<file path="src/rtl/axi4_lite_master_arbiter_pkg.sv">
// Shared definitions for the two-port AXI4-Lite master arbiter.
//   axi_state_t   : channel FSM states (IDLE, WR = AW+W, WB = B, RA = AR, RD = R)
//   port_id_t     : requester ids (PORT_D = MEM-stage load/store, PORT_I = fetch)
//   AXI_RESP_OKAY : the only response code treated as success
//   resp_is_err() : maps an AXI response code to the requester error flag
package axi4_lite_master_arbiter_pkg;

   typedef enum logic [2:0] {
      ST_IDLE = 3'd0,
      ST_WR   = 3'd1,
      ST_WB   = 3'd2,
      ST_RA   = 3'd3,
      ST_RD   = 3'd4
   } axi_state_t;

   typedef enum logic {
      PORT_D = 1'b0,
      PORT_I = 1'b1
   } port_id_t;

   localparam logic [1:0] AXI_RESP_OKAY = 2'b00;

   function automatic logic resp_is_err(input logic [1:0] resp);
      return resp != AXI_RESP_OKAY;
   endfunction

endpackage

</file>
<file path="src/rtl/axi4_lite_master_arbiter_rr_arbiter2.sv">
// Two-way round-robin arbiter with a registered last-grant pointer.
//   clk, rst     : clock, asynchronous active-high reset
//   req_d, req_i : eligible requests this cycle
//   update       : the grant is being taken this cycle; advance the pointer
//   grant_valid  : at least one request present
//   grant_id     : winning port (combinational)
// After reset the pointer holds PORT_I, so D wins the first tie.
module axi4_lite_master_arbiter_rr_arbiter2
   import axi4_lite_master_arbiter_pkg::*;
(
   input  logic     clk,
   input  logic     rst,
   input  logic     req_d,
   input  logic     req_i,
   input  logic     update,
   output logic     grant_valid,
   output port_id_t grant_id
);

   port_id_t last_grant;

   always_comb begin
      grant_valid = req_d | req_i;
      if (req_d && req_i) begin
         // tie: favour whoever did not win last time
         grant_id = (last_grant == PORT_D) ? PORT_I : PORT_D;
      end else if (req_d) begin
         grant_id = PORT_D;
      end else begin
         grant_id = PORT_I;
      end
   end

   always_ff @(posedge clk or posedge rst) begin
      if (rst) begin
         last_grant <= PORT_I;
      end else if (update && grant_valid) begin
         last_grant <= grant_id;
      end
   end

endmodule

</file>
<file path="src/rtl/axi4_lite_master_arbiter.sv">
// Shares one AXI4-Lite master port between a load/store requester (D) and an
// instruction-fetch requester (I, read only). One transaction at a time; the
// payload is registered at grant, and the completion pulse, error flag and
// read data are returned to the requester that owns the transaction.
//   clk, rst                    : clock, asynchronous active-high reset
//   d_req/d_we/d_addr/d_wdata/d_wstrb : D request (level, held until d_done)
//   d_done/d_rdata/d_err/d_busy : D completion pulse, held read data, error, stall
//   i_req/i_addr                : I read request (level, held until i_done)
//   i_done/i_rdata/i_err/i_busy : I completion pulse, held read data, error, stall
//   m_*                         : AXI4-Lite master channels AW, W, B, AR, R
module axi4_lite_master_arbiter
   import axi4_lite_master_arbiter_pkg::*;
#(
   parameter int ADDR_WIDTH = 32,
   parameter int DATA_WIDTH = 32
) (
   input  logic                    clk,
   input  logic                    rst,
   input  logic                    d_req,
   input  logic                    d_we,
   input  logic [ADDR_WIDTH-1:0]   d_addr,
   input  logic [DATA_WIDTH-1:0]   d_wdata,
   input  logic [DATA_WIDTH/8-1:0] d_wstrb,
   output logic                    d_done,
   output logic [DATA_WIDTH-1:0]   d_rdata,
   output logic                    d_err,
   output logic                    d_busy,
   input  logic                    i_req,
   input  logic [ADDR_WIDTH-1:0]   i_addr,
   output logic                    i_done,
   output logic [DATA_WIDTH-1:0]   i_rdata,
   output logic                    i_err,
   output logic                    i_busy,
   output logic [ADDR_WIDTH-1:0]   m_awaddr,
   output logic                    m_awvalid,
   input  logic                    m_awready,
   output logic [DATA_WIDTH-1:0]   m_wdata,
   output logic [DATA_WIDTH/8-1:0] m_wstrb,
   output logic                    m_wvalid,
   input  logic                    m_wready,
   input  logic [1:0]              m_bresp,
   input  logic                    m_bvalid,
   output logic                    m_bready,
   output logic [ADDR_WIDTH-1:0]   m_araddr,
   output logic                    m_arvalid,
   input  logic                    m_arready,
   input  logic [DATA_WIDTH-1:0]   m_rdata,
   input  logic [1:0]              m_rresp,
   input  logic                    m_rvalid,
   output logic                    m_rready
);

   axi_state_t state;
   port_id_t   owner;
   logic       elig_d;
   logic       elig_i;
   logic       grant_valid;
   port_id_t   grant_id;
   logic       grant_fire;
   logic       aw_complete;
   logic       w_complete;

   // A requester whose done pulse is high this cycle is still holding its
   // level request; it must not be re-granted off that stale level.
   assign elig_d     = d_req & ~d_done;
   assign elig_i     = i_req & ~i_done;
   assign grant_fire = (state == ST_IDLE) & grant_valid;

   assign d_busy = d_req & ~d_done;
   assign i_busy = i_req & ~i_done;

   // In WR a channel is finished once its valid has dropped or it is
   // handshaking now; valids only drop on a handshake in this state.
   assign aw_complete = ~m_awvalid | m_awready;
   assign w_complete  = ~m_wvalid  | m_wready;

   axi4_lite_master_arbiter_rr_arbiter2 u_arb (
      .clk         (clk),
      .rst         (rst),
      .req_d       (elig_d),
      .req_i       (elig_i),
      .update      (grant_fire),
      .grant_valid (grant_valid),
      .grant_id    (grant_id)
   );

   always_ff @(posedge clk or posedge rst) begin
      if (rst) begin
         state     <= ST_IDLE;
         owner     <= PORT_D;
         m_awaddr  <= '0;
         m_awvalid <= 1'b0;
         m_wdata   <= '0;
         m_wstrb   <= '0;
         m_wvalid  <= 1'b0;
         m_bready  <= 1'b0;
         m_araddr  <= '0;
         m_arvalid <= 1'b0;
         m_rready  <= 1'b0;
         d_done    <= 1'b0;
         d_err     <= 1'b0;
         d_rdata   <= '0;
         i_done    <= 1'b0;
         i_err     <= 1'b0;
         i_rdata   <= '0;
      end else begin
         d_done <= 1'b0;
         d_err  <= 1'b0;
         i_done <= 1'b0;
         i_err  <= 1'b0;
         unique case (state)
            ST_IDLE: begin
               if (grant_valid) begin
                  owner <= grant_id;
                  if (grant_id == PORT_D && d_we) begin
                     m_awaddr  <= d_addr;
                     m_wdata   <= d_wdata;
                     m_wstrb   <= d_wstrb;
                     m_awvalid <= 1'b1;
                     m_wvalid  <= 1'b1;
                     state     <= ST_WR;
                  end else begin
                     m_araddr  <= (grant_id == PORT_D) ? d_addr : i_addr;
                     m_arvalid <= 1'b1;
                     state     <= ST_RA;
                  end
               end
            end
            ST_WR: begin
               if (m_awvalid && m_awready) begin
                  m_awvalid <= 1'b0;
               end
               if (m_wvalid && m_wready) begin
                  m_wvalid <= 1'b0;
               end
               if (aw_complete && w_complete) begin
                  m_bready <= 1'b1;
                  state    <= ST_WB;
               end
            end
            ST_WB: begin
               if (m_bvalid) begin
                  m_bready <= 1'b0;
                  d_done   <= 1'b1;
                  d_err    <= resp_is_err(m_bresp);
                  state    <= ST_IDLE;
               end
            end
            ST_RA: begin
               if (m_arready) begin
                  m_arvalid <= 1'b0;
                  m_rready  <= 1'b1;
                  state     <= ST_RD;
               end
            end
            ST_RD: begin
               if (m_rvalid) begin
                  m_rready <= 1'b0;
                  state    <= ST_IDLE;
                  if (owner == PORT_D) begin
                     d_done  <= 1'b1;
                     d_err   <= resp_is_err(m_rresp);
                     d_rdata <= m_rdata;
                  end else begin
                     i_done  <= 1'b1;
                     i_err   <= resp_is_err(m_rresp);
                     i_rdata <= m_rdata;
                  end
               end
            end
            default: state <= ST_IDLE;
         endcase
      end
   end

endmodule

</file>
<file path="config.mk">
export PLATFORM = sky130hd
export DESIGN_NAME = axi4_lite_master_arbiter
export DESIGN_NICKNAME = d
export VERILOG_FILES = /design/src/rtl/axi4_lite_master_arbiter_pkg.sv /design/src/rtl/axi4_lite_master_arbiter_rr_arbiter2.sv /design/src/rtl/axi4_lite_master_arbiter.sv
export SDC_FILE = /design/constraint.sdc
export NUM_CORES = 1
export LEC_CHECK = 0
export BUFFER_PORTS_ARGS = -buffer_cell sky130_fd_sc_hd__buf_2
export CAP_MARGIN = 30
export CORE_ASPECT_RATIO = 1.75
export CORE_MARGIN = 3
export CORE_UTILIZATION = 42
export DETAILED_ROUTE_END_ITERATION = 12
export PLACE_DENSITY = 0.74
export SYNTH_ARGS = -nofsm -noshare
export SYNTH_HDL_FRONTEND = slang
export SYNTH_SLANG_ARGS = --single-unit
</file>
<file path="constraint.sdc">
create_clock -name clk -period 4.91 [get_ports clk]
set_input_delay 0.491 -clock clk [delete_from_list [all_inputs] [get_ports clk]]
set_output_delay 0.491 -clock clk [all_outputs]
set_load 0.02 [all_outputs]
</file>
==> results of run 1 <==
layout make-up:
type	count	area (um2)
Clock buffer	19	432.9
Clock inverter	13	120.1
Fill cell	1363	6721
Inverter	37	142.6
Multi-Input combinational cell	247	2255
Sequential cell	178	4456
Tap cell	220	275.3
Timing Repair Buffer	329	1702
routing by layer:
metal  share of wire  GRT usage
met1            0.36     0.2225
met2            0.53     0.3672
met3           0.078    0.06061
met4           0.027    0.08264
met5               0          0
flip-flops by register name, indices dropped and copies added, names as in the netlist:
name	flops
d_rdata	32
owner	1
m_rready	1
i_err	1
m_bready	1
m_wstrb	4
state	3
m_awaddr	32
i_done	1
m_wvalid	1
m_awvalid	1
d_err	1
m_wdata	32
m_arvalid	1
u_arb.last_grant	1
m_araddr	32
d_done	1
i_rdata	32
cell families after synthesis:
| family | after synthesis | synth area share |
|---|---|---|
| AOI/OAI and AO/OA | 83 | 0.07687 |
| buffers and inverters | 62 | 0.04308 |
| DFF | 178 | 0.6366 |
| muxes | 133 | 0.2138 |
| and+or+nand+nor | 31 | 0.02967 |
worst max-delay path: stages, from the launching register on:
cell and delay [ns]:
dfrtp_1 0.50, or3_4 0.49, nor2_4 0.49, buf_16 0.23, buf_4 0.29, mux2_1 0.36
metrics by stage:
stage	instances	hold WS, ns
floorplan	487	0.5296
global placement	1010	0.4625
detailed placement	1011	0.4691
CTS	1043	0.2690
global route	1043	0.2736
finish	1043	0.2695
layout by cell type, fill, tap and decap left out, types with 6 or more instances in the layout:
master / count
buf_4: 7
nand2_1: 6
o21ai_1: 31
inv_1: 35
buf_2: 320
mux2_1: 77
nor2_1: 6
dfrtp_1: 177
a22oi_1: 32
mux2_2: 55
clkbuf_16: 17
how the worst min path moves through the flow:
stage | from | depth (start not counted) | slack (ns) | endpoint
finish | rst | 3 | 0.27 | i_rdata[18]
global route | d_wdata[14] | 2 | 0.27 | m_wdata[14]
CTS | d_wdata[27] | 2 | 0.27 | m_wdata[27]
detailed placement | m_awaddr[18] | 1 | 0.47 | m_awaddr[18]
global placement | m_wdata[7] | 1 | 0.46 | m_wdata[7]
floorplan | owner | 1 | 0.53 | owner
power groups by stage:
stage | registers [mW] | clock network (mW) | logic, mW
after floorplan | 3.38 | 0 | 0.932
after global placement | 2.53 | 0 | 2.77
after detailed placement | 2.57 | 0 | 2.82
after CTS | 2.55 | 1.33 | 2.83
after global routing | 2.65 | 1.39 | 2.98
final | 2.54 | 1.29 | 2.78
==> impl_metrics.json, run 1 <==
{
  "switchingPower_mw": 2.709,
  "rr_worst_depth": 5,
  "die_width_um": 103.6,
  "count_of_flip_flops_with_a_built_in_enable_after_synthesis": 0,
  "die-area_um2": 18310,
  "status": "completed",
  "die-height_um": 176.8,
  "combinationalPowerShare": 0.421,
  "io-pin-count": 321,
  "syn-instance-count": 487,
  "detailed_place_hpwl_um": 13850,
  "rsz_0062_raised_after_global_routing": "false",
  "antenna-diode-count": 0,
  "ctsHoldBuffers": 0,
  "synth_warnings": 0,
  "placed_area_um2": 8830,
  "clock_power_share": 0.195,
  "wire_length_of_the_first_global_routing_pass_um": 29400,
  "critical_path_class": "reg -> reg",
  "max_cap_viol_count": 0,
  "firstDrtPassIters": 4,
  "finalWorstPathRequiredPeriod_ns": 2.511,
  "avgViaCountPerCell": 4.909,
  "largest_clock_skew_in_the_final_design_ns": 0.02231,
  "num_rows": 61,
  "share_seq_of_total_power": 0.384,
  "initial_core_util": 0.4346,
  "synth_largest_area_cell": "dfrtp_1",
  "hp-class": "in -> async",
  "syn2layout_area_growth_pct": 34.05,
  "internal_power_mw": 3.905,
  "yosysTopAreaCellShare": 0.6328,
  "critPathLaunchType": "flop",
  "io_buffers": 320,
  "avg_cell_area_syn_um2": 14.37,
  "cts_root_buffer": "clkbuf_16",
  "remaining_antenna_violation_count_after_routing": 0,
  "grt_util_all_layers": 0.2031,
  "layout.nets": 956,
  "cts_htree_levels": 4,
  "power.share.switching": 0.4096,
  "detail_route.drc_violations": 0,
  "irDropWorstVdd_mv": 0.3553,
  "setup-violations-final": 0,
  "crit-reg2reg-capture": "m_wdata[21]",
  "fin_crit_sh": 0.5114,
  "cts.path.max_buffers": 2,
  "async_reset_ff_frac": 1.000,
  "drt-wirelength-per-cell_um": 17.82,
  "stdcell_area_um2": 9383,
  "power_per_cell_area_nw_per_um2": 704.9,
  "dominantRegCellSynth": "dfrtp_1",
  "most_instantiated_library_cell_after_synthesis": "dfrtp_1",
  "vias": 5120,
  "grt_pass1_vias": 5558,
  "placement.setup.worst_slack_ns": 2.277,
  "final_core_density": 0.5826,
  "crit_start": "state[0]",
  "critical_path_required_ns": 5.21,
  "worstSkewPairLatency_ns": 0.42,
  "wl_um": 18580,
  "hold_violations": 0,
  "critPathCapture": "m_wdata[21]",
  "post_cts_resize_count": 0,
  "cts.repair_timing.setup_buffer_count": 0,
  "arrival_ns": 2.81,
  "yosys.cell_types.count": 39,
  "antenna_found_initial": 0,
  "worstReg2RegStart": "state[0]",
  "slew-limit-headroom": 0.3074,
  "gp_congestion": 0.8297,
  "core_region_area_um2": 16100,
  "worst_slack_ns": 2.399,
  "worstMarginPinSlew_ns": 1.039,
  "worst-r2r-setup-slack_ns": 2.40,
  "leakage_nw": 4.902,
  "crit_fanout": 20,
  "path_clk_slew_ns": 0.07,
  "highest_clock_rate_ghz": 0.3983,
  "ys_ff_latch": 178,
  "synth_fp_nets": 633,
  "tritoncts.num_buffers": 17,
  "pin_count_of_the_biggest_net_entering_global_routing": 179,
  "finalPower_mw": 6.614,
  "layout-drive-gt1-share": 0.5140,
  "timing.setup.tns_ns": 0,
  "clock-sinks": 178,
  "synth_area_leaders": "dfrtp_1 (63%), mux2_1 (12%), mux2_2 (8.8%)",
  "overflow_after_grt": 0,
  "post_synth_most_frequent_cells": "dfrtp_1 (177), mux2_1 (77), mux2_2 (55)",
  "netlist_area_um2": 6999,
  "cts_tree": "done",
  "synth_seq_area_share": 0.6366,
  "final_slew_viol_count": 0,
  "worstSetupEndpointType": "flop",
  "dr.first_iter.drc_count": 208
}
No activity file was read; power rests on OpenSTA's default activity.
==> run 2, diff against run 1 <==
- clock period: 4.91 -> 2.04 ns (I/O delays scaled with it)
==> run 2 against run 1 <==
Final cell count up 5.6%. Clock skew fell by 0.0057 ns. Die area unchanged. Wire length rose by 3.8%. Cell area rose by 6.7%. Sequential share of layout area is 3.0 points lower. Register-to-register slack worse by 2.2 ns. Critical path type unchanged.
==> impl_metrics.json, run 2 (synthesis gave the netlist of run 1 again) <==
{
  "worstMarginPinSlew_ns": 0.7060,
  "hp-class": "in -> reg",
  "rsz_0062_raised_after_global_routing": "false",
  "core_region_area_um2": 16100,
  "irDropWorstVdd_mv": 0.8114,
  "vias": 5387,
  "pin_count_of_the_biggest_net_entering_global_routing": 41,
  "firstDrtPassIters": 4,
  "place.detailed.instances": 1024,
  "critPathLaunchType": "flop",
  "crit_fanout": 19,
  "drt-wirelength-per-cell_um": 17.52,
  "layout.nets": 1012,
  "antenna_found_initial": 2,
  "mostFrequentLayoutCell": "buf_2",
  "stdcell_count": 1101,
  "worstReg2RegStart": "u_arb.last_grant",
  "layout-drive-gt1-share": 0.4960,
  "grt_pass1_vias": 5792,
  "cts.path.max_buffers": 2,
  "syn2layout_area_growth_pct": 42.97,
  "worstSkewPairLatency_ns": 0.42,
  "wl_um": 19290,
  "leakage_nw": 5.175,
  "final_slew_viol_count": 0,
  "finalWorstPathRequiredPeriod_ns": 1.877,
  "detailed_place_hpwl_um": 13940,
  "detail_route.drc_violations": 0,
  "die_width_um": 103.6,
  "num_rows": 61,
  "tritoncts.num_buffers": 17,
  "overflow_after_grt": 0,
  "largest_clock_skew_in_the_final_design_ns": 0.01658,
  "arrival_ns": 2.17,
  "die-area_um2": 18310,
  "die-height_um": 176.8,
  "path_clk_slew_ns": 0.07,
  "setup-violations-final": 0,
  "critical_path_class": "reg -> reg",
  "power_per_cell_area_nw_per_um2": 1615,
  "min_path_cells": 2,
  "grt_util_all_layers": 0.2134,
  "wire_length_of_the_first_global_routing_pass_um": 30770,
  "critical_path_required_ns": 2.33,
  "hold_violations": 0,
  "final_core_density": 0.6214,
  "gp_congestion": 0.8115,
  "worst_slack_ns": 0.1626,
  "rr_worst_depth": 5,
  "fin_crit_sh": 0.9203,
  "initial_core_util": 0.4346,
  "worst-r2r-setup-slack_ns": 0.16,
  "cts_tree": "done",
  "cts_htree_levels": 4,
  "crit_start": "u_arb.last_grant",
  "finalPower_mw": 16.16,
  "cts_root_buffer": "clkbuf_16",
  "avgViaCountPerCell": 4.893,
  "status": "completed",
  "crit-reg2reg-capture": "m_awaddr[15]",
  "remaining_antenna_violation_count_after_routing": 0,
  "highest_clock_rate_ghz": 0.5327,
  "max_cap_viol_count": 0,
  "io_buffers": 320,
  "io-pin-count": 321,
  "layout_common_cells": "buf_2 (320), dfrtp_1 (177), mux2_1 (77), mux2_2 (55), dlygate4sd3_1 (43)",
  "hp-start": "m_rdata[3]",
  "worstSetupEndpointType": "flop",
  "dr.first_iter.drc_count": 177,
  "min_delay_worst_endpoint": "d_rdata[3]",
  "clock-sinks": 178,
  "slew-limit-headroom": 0.5284,
  "placement.setup.worst_slack_ns": 0.1541
}
==> run 2: cell types whose count changed in the layout (fill, tap and decap cells not counted), moves of 2 or more <==
cell / previous run / this run
diode_2: 0 / 2
dlygate4sd3_1: 0 / 43
inv_8: 2 / 4
buf_12: 1 / 10
buf_4: 7 / 12
==> run 2: how the worst max path moves through the flow <==
| stage | endpoint | slack (ns) |
|---|---|---|
| 2_1_floorplan | d_done | -0.44 |
| 3_5_place_dp | m_awaddr[15] | 0.15 |
| 5_1_grt | m_awaddr[14] | 0.05 |
| 4_1_cts | m_awaddr[15] | 0.15 |
| 6_report | m_awaddr[15] | 0.16 |
| 3_3_place_gp | m_awaddr[10] | 0.22 |
==> run 2: layer usage <==
layer,track usage,up-vias,share of wire
met2,0.3735,250,0.51
met3,0.06608,42,0.076
met4,0.08985,0,0.034
met5,0,-,0
met1,0.2422,2626,0.38
li1,-,2469,-
==> run 2: repair_timing <==
item / CTS / global route
endpoints found under the setup margin: 0 / 0
buffers inserted: 0 / 0
hold buffers: 42 / 1
resized for setup: 0 / 0
hold endpoints to repair: 58 / 1
==> run 2: layout make-up <==
class                           instances  area, um2
Antenna cell                            2      5.005
Clock buffer                           19      432.9
Clock inverter                         13      118.9
Fill cell                            1275       6097
Inverter                               37      142.6
Multi-Input combinational cell        247       2255
Sequential cell                       178       4456
Tap cell                              220      275.3
Timing Repair Buffer                  385       2322
==> run 2: report_power, final <==
| part | internal, mW | leakage, nW | switching [mW] |
|---|---|---|---|
| clock | 1.61 | 0.271 | 1.47 |
| sequential | 5.24 | 2.23 | 0.835 |
| combinational | 2.74 | 2.68 | 4.26 |
| total | 9.59 | 5.17 | 6.57 |
==> run 2: critical path, cell delays in order, from the launching register on <==
cell and delay, ns:
dfstp_2 0.58, nor3b_2 0.08, nand3b_1 0.23, nor2_4 0.19, buf_4 0.30, mux2_1 0.36
==> run 2: metrics by stage <==
step                area (um2)  setup TNS [ns]  hold slack [ns]
floorplan                 7003          -78.55           0.3290
global placement          9020               0           0.3551
detailed placement        9020               0           0.3603
CTS                       9992               0       0.00009048
global route             10010               0         0.004943
finish                   10010               0          0.01482
==> run 3, diff against run 2 <==
- PLACE_DENSITY: 0.74 -> default
- PLACE_DENSITY_LB_ADDON: default -> 0.2
==> run 3 against run 2 <==
Sequential share of layout area up 1.3 points. Sequential cell count did not move. Utilization fell by 1.8 points. Critical endpoint is now m_wdata[20]. Largest cell class unchanged. Largest power group unchanged.
==> impl_metrics.json, run 3 (synthesis gave the netlist of run 1 again) <==
{
  "clock-sinks": 178,
  "cts_htree_levels": 4,
  "final_slew_viol_count": 0,
  "die_width_um": 103.6,
  "power_per_cell_area_nw_per_um2": 1660,
  "max_cap_viol_count": 0,
  "fillCellCount": 1336,
  "clock_power_share": 0.196,
  "worstSkewPairLatency_ns": 0.41,
  "critPathLaunchType": "flop",
  "layout.nets": 981,
  "cts_root_buffer": "clkbuf_16",
  "cts_tree": "done",
  "pin_count_of_the_biggest_net_entering_global_routing": 83,
  "finalWorstPathRequiredPeriod_ns": 1.927,
  "layout-drive-gt1-share": 0.5071,
  "grt_util_all_layers": 0.2051,
  "drt-wirelength-per-cell_um": 17.36,
  "io_buffers": 320,
  "core_region_area_um2": 16100,
  "switchingPower_mw": 6.515,
  "num_rows": 61,
  "mostFrequentLayoutCell": "buf_2",
  "worstReg2RegStart": "u_arb.last_grant",
  "critical_path_class": "reg -> reg",
  "avgViaCountPerCell": 4.880,
  "vias": 5227,
  "worstSetupEndpointType": "flop",
  "placed_area_um2": 8935,
  "dr.first_iter.drc_count": 168,
  "die-area_um2": 18310,
  "firstDrtPassIters": 5,
  "initial_core_util": 0.4346,
  "tritoncts.num_buffers": 17,
  "leakage_nw": 5.050,
  "wl_um": 18590,
  "hp-start": "d_wdata[28]",
  "multi_input_area_um2": 2255,
  "detailed_place_hpwl_um": 14040,
  "remaining_antenna_violation_count_after_routing": 0,
  "crit_start": "u_arb.last_grant",
  "crit_fanout": 29,
  "critical_path_required_ns": 2.32,
  "antenna_found_initial": 3,
  "rsz_0062_raised_after_global_routing": "false",
  "largest_clock_skew_in_the_final_design_ns": 0.01465,
  "stdcell_area_um2": 9723,
  "setup-violations-final": 0,
  "worst-r2r-setup-slack_ns": 0.11,
  "status": "completed",
  "final_core_density": 0.6038,
  "internal_power_mw": 9.623,
  "wire_length_of_the_first_global_routing_pass_um": 29970,
  "path_clk_slew_ns": 0.08,
  "grt_pass1_vias": 5859,
  "cts.repair_timing.setup_buffer_count": 0,
  "gp_congestion": 0.8055,
  "arrival_ns": 2.21,
  "combinationalPowerShare": 0.425,
  "hold_violations": 0,
  "layout_common_cells": "buf_2 (320), dfrtp_1 (177), mux2_1 (77), mux2_2 (55), inv_1 (35)",
  "detail_route.drc_violations": 0,
  "irDropWorstVdd_mv": 0.8974,
  "worstMarginPinSlew_ns": 0.4584,
  "cts.path.max_buffers": 2,
  "syn2layout_area_growth_pct": 38.92,
  "overflow_after_grt": 0,
  "hp-class": "in -> reg",
  "die-height_um": 176.8,
  "regArea_um2": 4456,
  "highest_clock_rate_ghz": 0.5188,
  "power.share.switching": 0.4037,
  "share_seq_of_total_power": 0.378,
  "io-pin-count": 321,
  "fin_crit_sh": 0.9448,
  "slew-limit-headroom": 0.6938
}
## run 3: cell count changes in the layout (fill, tap and decap cells not counted), sizes merged
| cell | change |
|---|---|
| clkinv | -1 |
| dlygate4sd3 | -23 |
| diode | +1 |
| buf | -8 |
| clkbuf | +1 |
## run 3: path summary, 6_finish.rpt
path                                 to  cells past startpoint
setup reg to reg            m_wdata[20]                      5
max in group asynchronous   m_wdata[23]                      4
hold / removal              m_wdata[28]                      2
setup / recovery            m_wdata[20]                      5
hold reg to reg            m_awaddr[16]                      1
min in group asynchronous     m_arvalid                      4
## run 3: what timing repair did
| action | 4_1_cts | 5_1_grt |
|---|---|---|
| endpoints found under the hold margin | 158 | 0 |
| hold buffers | 20 | 0 |
| gates resized for setup | 0 | 0 |
| setup endpoints to repair | 0 | 0 |
## run 3: cell type report
class | count | share of cell area
Clock inverter | 12 | 0.01171
Clock buffer | 20 | 0.04800
Sequential cell | 178 | 0.4582
Multi-Input combinational cell | 247 | 0.2319
Inverter | 37 | 0.01467
Antenna cell | 3 | 0.0007721
Tap cell | 220 | 0.02831
Timing Repair Buffer | 354 | 0.2064
## run 3: power groups by stage
stage          clock [mW]  combinational [mW]  sequential (mW)
6_report             3.17                6.86             6.11
3_3_place_gp            0                6.78             6.09
3_5_place_dp            0                6.94             6.17
4_1_cts              3.26                6.98             6.12
2_1_floorplan           0                2.24             8.13
5_1_grt              3.38                7.39             6.33
## run 3: critical path, cell delays in order, from the launching register on
cell and delay, ns:
dfstp_2 0.59, nor3b_2 0.09, nand3b_1 0.23, nor2_4 0.15, buf_4 0.37, mux2_1 0.37
## run 3: metrics by stage
step / TNS, ns / hold WS (ns) / instances / worst slack [ns] / total power [mW]
5_1_grt: 0 / 0.01058 / 1071 / 0.03029 / 17.10
3_5_place_dp: 0 / 0.3666 / 1016 / 0.1043 / 13.11
4_1_cts: 0 / 0.0001048 / 1068 / 0.09512 / 16.36
2_1_floorplan: -78.55 / 0.3290 / 487 / -0.4438 / 10.37
6_report: 0 / 0.01925 / 1071 / 0.1126 / 16.14
3_3_place_gp: 0 / 0.3627 / 1016 / 0.2104 / 12.87
## run 3: metal layers
metal,vias to the layer above,track usage,wire (um)
met5,-,0,0
met4,0,0.07931,466
met3,29,0.06316,1412
met2,226,0.3863,10110
met1,2564,0.2115,6599
li1,2408,-,-
